--- config.mk ---
export PLATFORM = sky130hd
export DESIGN_NAME = multicycle_control_fsm
export DESIGN_NICKNAME = d
export VERILOG_FILES = /design/src/rtl/multicycle_control_fsm_pkg.sv /design/src/rtl/control_opcode_decode.sv /design/src/rtl/multicycle_control_fsm.sv
export SDC_FILE = /design/constraint.sdc
export NUM_CORES = 1
export LEC_CHECK = 0
export CAP_MARGIN = 30
export CORE_AREA = 4 4 61 63
export DETAILED_ROUTE_END_ITERATION = 8
export DIE_AREA = 0 0 65 67
export GPL_ROUTABILITY_DRIVEN = 1
export GPL_TIMING_DRIVEN = 0
export PLACE_DENSITY_LB_ADDON = 0.12
export SLEW_MARGIN = 10
export SYNTH_ARGS = -nofsm -noshare
export SYNTH_HDL_FRONTEND = slang
export SYNTH_SLANG_ARGS = --single-unit
--- constraint.sdc ---
create_clock -name clk -period 3.3 [get_ports clk]
set_input_delay 0.66 -clock clk [delete_from_list [all_inputs] [get_ports clk]]
set_output_delay 0.66 -clock clk [all_outputs]
set_load 0.02 [all_outputs]
--- src/rtl/multicycle_control_fsm_pkg.sv ---
// Shared encodings for the multi-cycle MIPS-subset sequencer and the datapath muxes it steers.
// Opcodes, state codes, select codes and the per-state control word live here.
package multicycle_control_fsm_pkg;

   localparam logic [5:0] OP_RTYPE = 6'b000000;
   localparam logic [5:0] OP_LW    = 6'b100011;
   localparam logic [5:0] OP_SW    = 6'b101011;
   localparam logic [5:0] OP_BEQ   = 6'b000100;
   localparam logic [5:0] OP_BNE   = 6'b000101;
   localparam logic [5:0] OP_J     = 6'b000010;
   localparam logic [5:0] OP_JAL   = 6'b000011;
   localparam logic [5:0] OP_ORI   = 6'b001101;
   localparam logic [5:0] OP_LUI   = 6'b001111;

   localparam logic [3:0] ST_FETCH    = 4'd0;
   localparam logic [3:0] ST_DECODE   = 4'd1;
   localparam logic [3:0] ST_EXEC_R   = 4'd2;
   localparam logic [3:0] ST_WB_R     = 4'd3;
   localparam logic [3:0] ST_EXEC_I   = 4'd4;
   localparam logic [3:0] ST_WB_I     = 4'd5;
   localparam logic [3:0] ST_LUI_WB   = 4'd6;
   localparam logic [3:0] ST_MEM_ADDR = 4'd7;
   localparam logic [3:0] ST_MEM_RD   = 4'd8;
   localparam logic [3:0] ST_MEM_WR   = 4'd9;
   localparam logic [3:0] ST_WB_MEM   = 4'd10;
   localparam logic [3:0] ST_BRANCH   = 4'd11;
   localparam logic [3:0] ST_JUMP     = 4'd12;
   localparam logic [3:0] ST_JAL      = 4'd13;

   typedef enum logic [3:0] {
      S_FETCH    = ST_FETCH,
      S_DECODE   = ST_DECODE,
      S_EXEC_R   = ST_EXEC_R,
      S_WB_R     = ST_WB_R,
      S_EXEC_I   = ST_EXEC_I,
      S_WB_I     = ST_WB_I,
      S_LUI_WB   = ST_LUI_WB,
      S_MEM_ADDR = ST_MEM_ADDR,
      S_MEM_RD   = ST_MEM_RD,
      S_MEM_WR   = ST_MEM_WR,
      S_WB_MEM   = ST_WB_MEM,
      S_BRANCH   = ST_BRANCH,
      S_JUMP     = ST_JUMP,
      S_JAL      = ST_JAL
   } state_e;

   localparam logic [1:0] ALU_ADD   = 2'b00;
   localparam logic [1:0] ALU_SUB   = 2'b01;
   localparam logic [1:0] ALU_OR    = 2'b10;
   localparam logic [1:0] ALU_FUNCT = 2'b11;

   localparam logic [1:0] PCSRC_ALU    = 2'b00;
   localparam logic [1:0] PCSRC_ALUOUT = 2'b01;
   localparam logic [1:0] PCSRC_JUMP   = 2'b10;

   localparam logic [1:0] SRCB_RT     = 2'b00;
   localparam logic [1:0] SRCB_FOUR   = 2'b01;
   localparam logic [1:0] SRCB_IMM    = 2'b10;
   localparam logic [1:0] SRCB_IMM_SH = 2'b11;

   localparam logic [1:0] DST_RT = 2'b00;
   localparam logic [1:0] DST_RD = 2'b01;
   localparam logic [1:0] DST_RA = 2'b10;

   localparam logic [1:0] M2R_ALUOUT = 2'b00;
   localparam logic [1:0] M2R_MDR    = 2'b01;
   localparam logic [1:0] M2R_PC     = 2'b10;
   localparam logic [1:0] M2R_LUI    = 2'b11;

   typedef struct packed {
      logic       pc_write;
      logic       pc_write_cond;
      logic       bne;
      logic [1:0] pc_source;
      logic       iord;
      logic       mem_read;
      logic       mem_write;
      logic       ir_write;
      logic       alu_src_a;
      logic [1:0] alu_src_b;
      logic [1:0] alu_op;
      logic [1:0] reg_dst;
      logic [1:0] mem_to_reg;
      logic       reg_write;
   } ctl_t;

   typedef struct packed {
      logic rtype;
      logic lw;
      logic sw;
      logic branch;
      logic jump;
      logic jal;
      logic ori;
      logic lui;
      logic illegal;
   } op_class_t;

   // FETCH's pc_write/ir_write are raw here; the top qualifies them with mem_ready.
   function automatic ctl_t moore_ctl(input state_e st, input logic bne_sense);
      ctl_t c;
      c = '0;
      case (st)
         S_FETCH: begin
            c.mem_read  = 1'b1;
            c.ir_write  = 1'b1;
            c.pc_write  = 1'b1;
            c.pc_source = PCSRC_ALU;
            c.alu_src_b = SRCB_FOUR;
            c.alu_op    = ALU_ADD;
         end
         S_DECODE: begin
            c.alu_src_b = SRCB_IMM_SH;
            c.alu_op    = ALU_ADD;
         end
         S_EXEC_R: begin
            c.alu_src_a = 1'b1;
            c.alu_src_b = SRCB_RT;
            c.alu_op    = ALU_FUNCT;
         end
         S_WB_R: begin
            c.reg_dst    = DST_RD;
            c.mem_to_reg = M2R_ALUOUT;
            c.reg_write  = 1'b1;
         end
         S_EXEC_I: begin
            c.alu_src_a = 1'b1;
            c.alu_src_b = SRCB_IMM;
            c.alu_op    = ALU_OR;
         end
         S_WB_I: begin
            c.reg_dst    = DST_RT;
            c.mem_to_reg = M2R_ALUOUT;
            c.reg_write  = 1'b1;
         end
         S_LUI_WB: begin
            c.reg_dst    = DST_RT;
            c.mem_to_reg = M2R_LUI;
            c.reg_write  = 1'b1;
         end
         S_MEM_ADDR: begin
            c.alu_src_a = 1'b1;
            c.alu_src_b = SRCB_IMM;
            c.alu_op    = ALU_ADD;
         end
         S_MEM_RD: begin
            c.iord     = 1'b1;
            c.mem_read = 1'b1;
         end
         S_MEM_WR: begin
            c.iord      = 1'b1;
            c.mem_write = 1'b1;
         end
         S_WB_MEM: begin
            c.reg_dst    = DST_RT;
            c.mem_to_reg = M2R_MDR;
            c.reg_write  = 1'b1;
         end
         S_BRANCH: begin
            c.alu_src_a     = 1'b1;
            c.alu_src_b     = SRCB_RT;
            c.alu_op        = ALU_SUB;
            c.pc_write_cond = 1'b1;
            c.pc_source     = PCSRC_ALUOUT;
            c.bne           = bne_sense;
         end
         S_JUMP: begin
            c.pc_write  = 1'b1;
            c.pc_source = PCSRC_JUMP;
         end
         S_JAL: begin
            c.pc_write   = 1'b1;
            c.pc_source  = PCSRC_JUMP;
            c.reg_dst    = DST_RA;
            c.mem_to_reg = M2R_PC;
            c.reg_write  = 1'b1;
         end
         default: c = '0;
      endcase
      return c;
   endfunction

endpackage

--- src/rtl/control_opcode_decode.sv ---
// Combinational opcode classifier: one-hot instruction class plus an illegal flag.
module control_opcode_decode
   import multicycle_control_fsm_pkg::*;
(
   input  logic [5:0] opcode_i,
   output op_class_t  class_o
);

   // One class bit per recognised opcode; anything else is illegal.
   always_comb begin
      class_o = '0;
      case (opcode_i)
         OP_RTYPE:       class_o.rtype   = 1'b1;
         OP_LW:          class_o.lw      = 1'b1;
         OP_SW:          class_o.sw      = 1'b1;
         OP_BEQ, OP_BNE: class_o.branch  = 1'b1;
         OP_J:           class_o.jump    = 1'b1;
         OP_JAL:         class_o.jal     = 1'b1;
         OP_ORI:         class_o.ori     = 1'b1;
         OP_LUI:         class_o.lui     = 1'b1;
         default:        class_o.illegal = 1'b1;
      endcase
   end

endmodule

--- src/rtl/multicycle_control_fsm.sv ---
// Multi-cycle sequencer time-sharing one ALU and one memory port for the MIPS subset.
// The control word is registered from the next state; only the memory handshake gates it.
module multicycle_control_fsm
   import multicycle_control_fsm_pkg::*;
#(
   parameter int unsigned MEM_TIMEOUT = 15
)
(
   input  logic       clk,
   input  logic       reset,
   input  logic [5:0] opcode,
   input  logic       zero,
   input  logic       mem_ready,
   output logic       pc_write,
   output logic       pc_write_cond,
   output logic       bne,
   output logic [1:0] pc_source,
   output logic       iord,
   output logic       mem_read,
   output logic       mem_write,
   output logic       ir_write,
   output logic       alu_src_a,
   output logic [1:0] alu_src_b,
   output logic [1:0] alu_op,
   output logic [1:0] reg_dst,
   output logic [1:0] mem_to_reg,
   output logic       reg_write,
   output logic       illegal_op,
   output logic       mem_abort
);

   localparam logic [7:0] TIMEOUT_W = 8'(MEM_TIMEOUT);

   state_e     state_q, state_d;
   ctl_t       ctl_q, ctl_d;
   logic [7:0] wait_q, wait_d;
   op_class_t  cls_s;
   logic       ready_s, in_mem_s, abort_s;
   logic       unused_zero_s;

   // The branch decision (zero ^ bne) is formed in the datapath, not here.
   assign unused_zero_s = zero;

   control_opcode_decode u_decode (
      .opcode_i (opcode),
      .class_o  (cls_s)
   );

   assign ready_s  = mem_ready & ~reset;
   assign in_mem_s = ctl_q.mem_read | ctl_q.mem_write;
   assign abort_s  = in_mem_s & ~ready_s & (wait_q == TIMEOUT_W);

   always_comb begin
      state_d = state_q;
      case (state_q)
         S_FETCH: begin
            if (abort_s)      state_d = S_FETCH;
            else if (ready_s) state_d = S_DECODE;
            else              state_d = S_FETCH;
         end
         S_DECODE: begin
            if (cls_s.rtype)               state_d = S_EXEC_R;
            else if (cls_s.lw || cls_s.sw) state_d = S_MEM_ADDR;
            else if (cls_s.branch)         state_d = S_BRANCH;
            else if (cls_s.jump)           state_d = S_JUMP;
            else if (cls_s.jal)            state_d = S_JAL;
            else if (cls_s.ori)            state_d = S_EXEC_I;
            else if (cls_s.lui)            state_d = S_LUI_WB;
            else                           state_d = S_FETCH;
         end
         S_EXEC_R: state_d = S_WB_R;
         S_EXEC_I: state_d = S_WB_I;
         S_MEM_ADDR: begin
            if (cls_s.sw) state_d = S_MEM_WR;
            else          state_d = S_MEM_RD;
         end
         S_MEM_RD: begin
            if (abort_s)      state_d = S_FETCH;
            else if (ready_s) state_d = S_WB_MEM;
            else              state_d = S_MEM_RD;
         end
         S_MEM_WR: begin
            if (abort_s || ready_s) state_d = S_FETCH;
            else                    state_d = S_MEM_WR;
         end
         S_WB_R, S_WB_I, S_LUI_WB, S_WB_MEM, S_BRANCH, S_JUMP, S_JAL: state_d = S_FETCH;
         default: state_d = S_FETCH;
      endcase
   end

   // Any state change (including an abort re-entering FETCH) restarts the watchdog.
   always_comb begin
      if (abort_s || (state_d != state_q)) wait_d = 8'd0;
      else if (in_mem_s && !ready_s)       wait_d = wait_q + 8'd1;
      else                                 wait_d = wait_q;
   end

   assign ctl_d = moore_ctl(state_d, opcode[0]);

   always_ff @(posedge clk or posedge reset) begin
      if (reset) begin
         state_q <= S_FETCH;
         ctl_q   <= moore_ctl(S_FETCH, 1'b0);
         wait_q  <= 8'd0;
      end else begin
         state_q <= state_d;
         ctl_q   <= ctl_d;
         wait_q  <= wait_d;
      end
   end

   assign pc_write      = ctl_q.pc_write & (~ctl_q.ir_write | ready_s);
   assign ir_write      = ctl_q.ir_write & ready_s;
   assign mem_read      = ctl_q.mem_read & ~abort_s;
   assign mem_write     = ctl_q.mem_write & ~abort_s;
   assign pc_write_cond = ctl_q.pc_write_cond;
   assign bne           = ctl_q.bne;
   assign pc_source     = ctl_q.pc_source;
   assign iord          = ctl_q.iord;
   assign alu_src_a     = ctl_q.alu_src_a;
   assign alu_src_b     = ctl_q.alu_src_b;
   assign alu_op        = ctl_q.alu_op;
   assign reg_dst       = ctl_q.reg_dst;
   assign mem_to_reg    = ctl_q.mem_to_reg;
   assign reg_write     = ctl_q.reg_write;
   assign illegal_op    = (state_q == S_DECODE) & cls_s.illegal;
   assign mem_abort     = abort_s;

endmodule

==> flow_summary.json <==
{
  "cp_slowest_cell": "clkdlybuf4s50_1",
  "synth_area_sq_um": 1700,
  "cp.required_ps": 2640,
  "yosysTopAreaCell": "dfrtp_1",
  "critPathKind": "input pin to primary output",
  "cp.depth": 7,
  "synth_ff_type": "dfrtp_1",
  "synth_nets": 192,
  "routed_wl_mm": 3.68,
  "port-buffer-count": 27,
  "antenna_found_initial": 0,
  "wl_per_cell_microns": 14.0,
  "grt_overflow": 0,
  "largest_reg_flops": 8,
  "endpoint_kind": "primary output",
  "grt_pass1_vias": 1417,
  "avgSynthCellArea_sq_um": 9.40,
  "stdcell_count": 263,
  "cts_root_buf": "clkbuf_4",
  "arrival_ps": 2510,
  "place_hpwl_mm": 2.70,
  "top_register": "wait_q",
  "cpLargestDelayFamily": "buffers and inverters",
  "core_sq_um": 3230,
  "synthToLayoutAreaGrowth_pct": 26.2,
  "die_y_microns": 67,
  "ir_drop_v": 0.000370,
  "hold_violations": 0,
  "dpl_cell_area_sq_um": 2040,
  "holdPathStages": 2,
  "outcome": "completed",
  "htree_num_levels": 2,
  "grt_usage_pct": 18.8,
  "initial_core_util_pct": 52.7,
  "post_drt_via_cell_ratio": 5.46,
  "synth_top_area_share_pct": 39.7,
  "layout_min_cycle_time_ps": 3170,
  "rows": 21,
  "rsz0062_at_grt": "false",
  "skew_ps": 13.9,
  "slowest_delay_ps": 530,
  "worst-path-buf-inv": 3,
  "boundaryPins": 31,
  "gp_congestion": 0.849,
  "fin_nets": 227,
  "setup_viol": 0,
  "path_clk_slew_ps": 100,
  "cp-start-kind": "input pin",
  "reg2reg_slack_ps": 1000,
  "worstReg2RegStart": "state_q[2]",
  "drv_slew": 0,
  "powerDensity_nw_per_um2": 768,
  "async_flop_share_pct": 100,
  "p_leak_uw": 0.000956,
  "cts_tree": "done",
  "r2r_end": "mem_to_reg[1]",
  "ys_top_cells_by_count": "dfrtp_1, nor2_1, nand2_1, nor3_1",
  "cts.path.max_buffers": 2,
  "grt_max_degree": 18,
  "drt_first_pass_iters": 4,
  "drc": 0,
  "tightest_slew_ps": 676,
  "fmax_mhz": 316,
  "die_area_sq_um": 4360,
  "hold_path_class": "register to register",
  "drt_iter0_drc": 44,
  "diodes": 0,
  "rr_worst_depth": 7,
  "reg.largest.list": "wait_q: 8 flops, ctl_q: 4 flops, state_q: 4 flops",
  "fillers": 281,
  "min_to": "wait_q[5]",
  "fin_crit_sh_pct": 95.9,
  "ys_seq_elements": 31,
  "placedCellCount": 255,
  "synth.area.top_cells": "dfrtp_1, dfstp_2, buf_4",
  "worst-path-max-fanout": 10,
  "clock_sinks": 31,
  "whs_ps": 581,
  "min_from": "wait_q[5]",
  "critPathMostFrequentCell": "clkdlybuf4s50_1",
  "cts_inserted_buffers": 5,
  "die_width_microns": 65,
  "synth.distinct_cells": 49,
  "crit_chain": "clkdlybuf4s50_1 -> nor2b_1 -> clkbuf_2 -> nor2_4 -> nand3_4 -> and2_1 -> clkdlybuf4s50_1",
  "ys_seq_area_share_pct": 45.9,
  "ant_nets": 0,
  "synth-edff-count": 0,
  "grt_pass1_wl_mm": 6.30,
  "num_vias": 1436,
  "ys_warn_count": 0,
  "drive_gt1_share_pct": 16.6,
  "final_cell_area_sq_um": 2150,
  "yosysMostFrequentCell": "dfrtp_1",
  "drv_cap": 0,
  "syn_inst": 181,
  "relSlewSlack_pct": 54.9,
  "clock_latency_ps": 330
}
[power breakdown]
part | internal (uW) | leakage (uW) | switching, uW
clock network | 179 | 0.0000482 | 133
logic | 329 | 0.000494 | 493
registers | 481 | 0.000414 | 36.5
[repair_timing]
item	CTS	global route
buffers inserted	0	0
hold buffers	0	0
cloned	0	0
pin swaps	0	1
resized for setup	4	1
endpoints found under the setup margin	4	3
[cell families (layout without fill, tap and decap cells)]
group	count (synthesis)	count (layout)	synth area share, %
and+or+nand+nor	74	74	22.7
AOI/OAI and AO/OA	35	35	16.5
DFF	31	31	45.9
buffers and inverters	30	66	8.97
xor gates and xnor gates	9	9	4.63
adders and majority gates	1	1	0.735
muxes	1	1	0.588
[per-layer routing]
metal	wire, microns	track usage (%)	share of wire (%)
met5	0	0	0
met1	1550	21.7	42
met3	183	4.89	5.0
met2	1850	32.4	50
met4	87	8.97	2.4
[worst register-to-register path, stage by stage (launching register included)]
cell and delay, ps:
dfrtp_1 410, or4b_1 530, buf_2 180, a211oi_2 240, a211o_2 220, a31oi_4 80, or3_1 420, a21oi_1 150
[stage by stage]
stage | TNS (ps) | power [uW] | util (%) | setup WS [ps]
global route | 0 | 1770 | 66.5 | 15.3
finish | 0 | 1650 | 66.5 | 134
detailed placement | -628 | 1340 | 63.3 | -248
floorplan | 0 | 1090 | - | 687
CTS | 0 | 1650 | 66.2 | 54.5
global placement | -585 | 1310 | 62.8 | -229
[how the worst max path moves through the flow]
stage / slack, ps / end / start
after floorplan: 690 / illegal_op / opcode[2]
after global placement: -230 / mem_write / mem_ready
after detailed placement: -250 / mem_read / mem_ready
after CTS: 50 / mem_read / reset
after global routing: 20 / mem_read / reset
final: 130 / mem_read / reset
[cells in the final DEF (no fill, tap or decap), types with 6 or more instances in the layout]
cell / netlist / routed
clkbuf_1: 7 / 6
nor3_1: 11 / 11
nor2_1: 17 / 17
nand2_1: 11 / 11
clkdlybuf4s50_1: 0 / 26
inv_1: 10 / 10
buf_4: 10 / 10
a21oi_1: 7 / 7
dfrtp_1: 27 / 27
[cell type report]
type	instances	area, sq um	area share, %
inverters	11	41.3	1.92
clock inverters	2	35.0	1.63
well taps	46	57.6	2.68
plain buffers	19	113	5.24
clock buffers	6	51.3	2.39
repair buffers	28	284	13.2
multi-input cells	120	786	36.6
flip-flops and latches	31	781	36.3
Note: power is estimated with default switching activity, not from simulation.
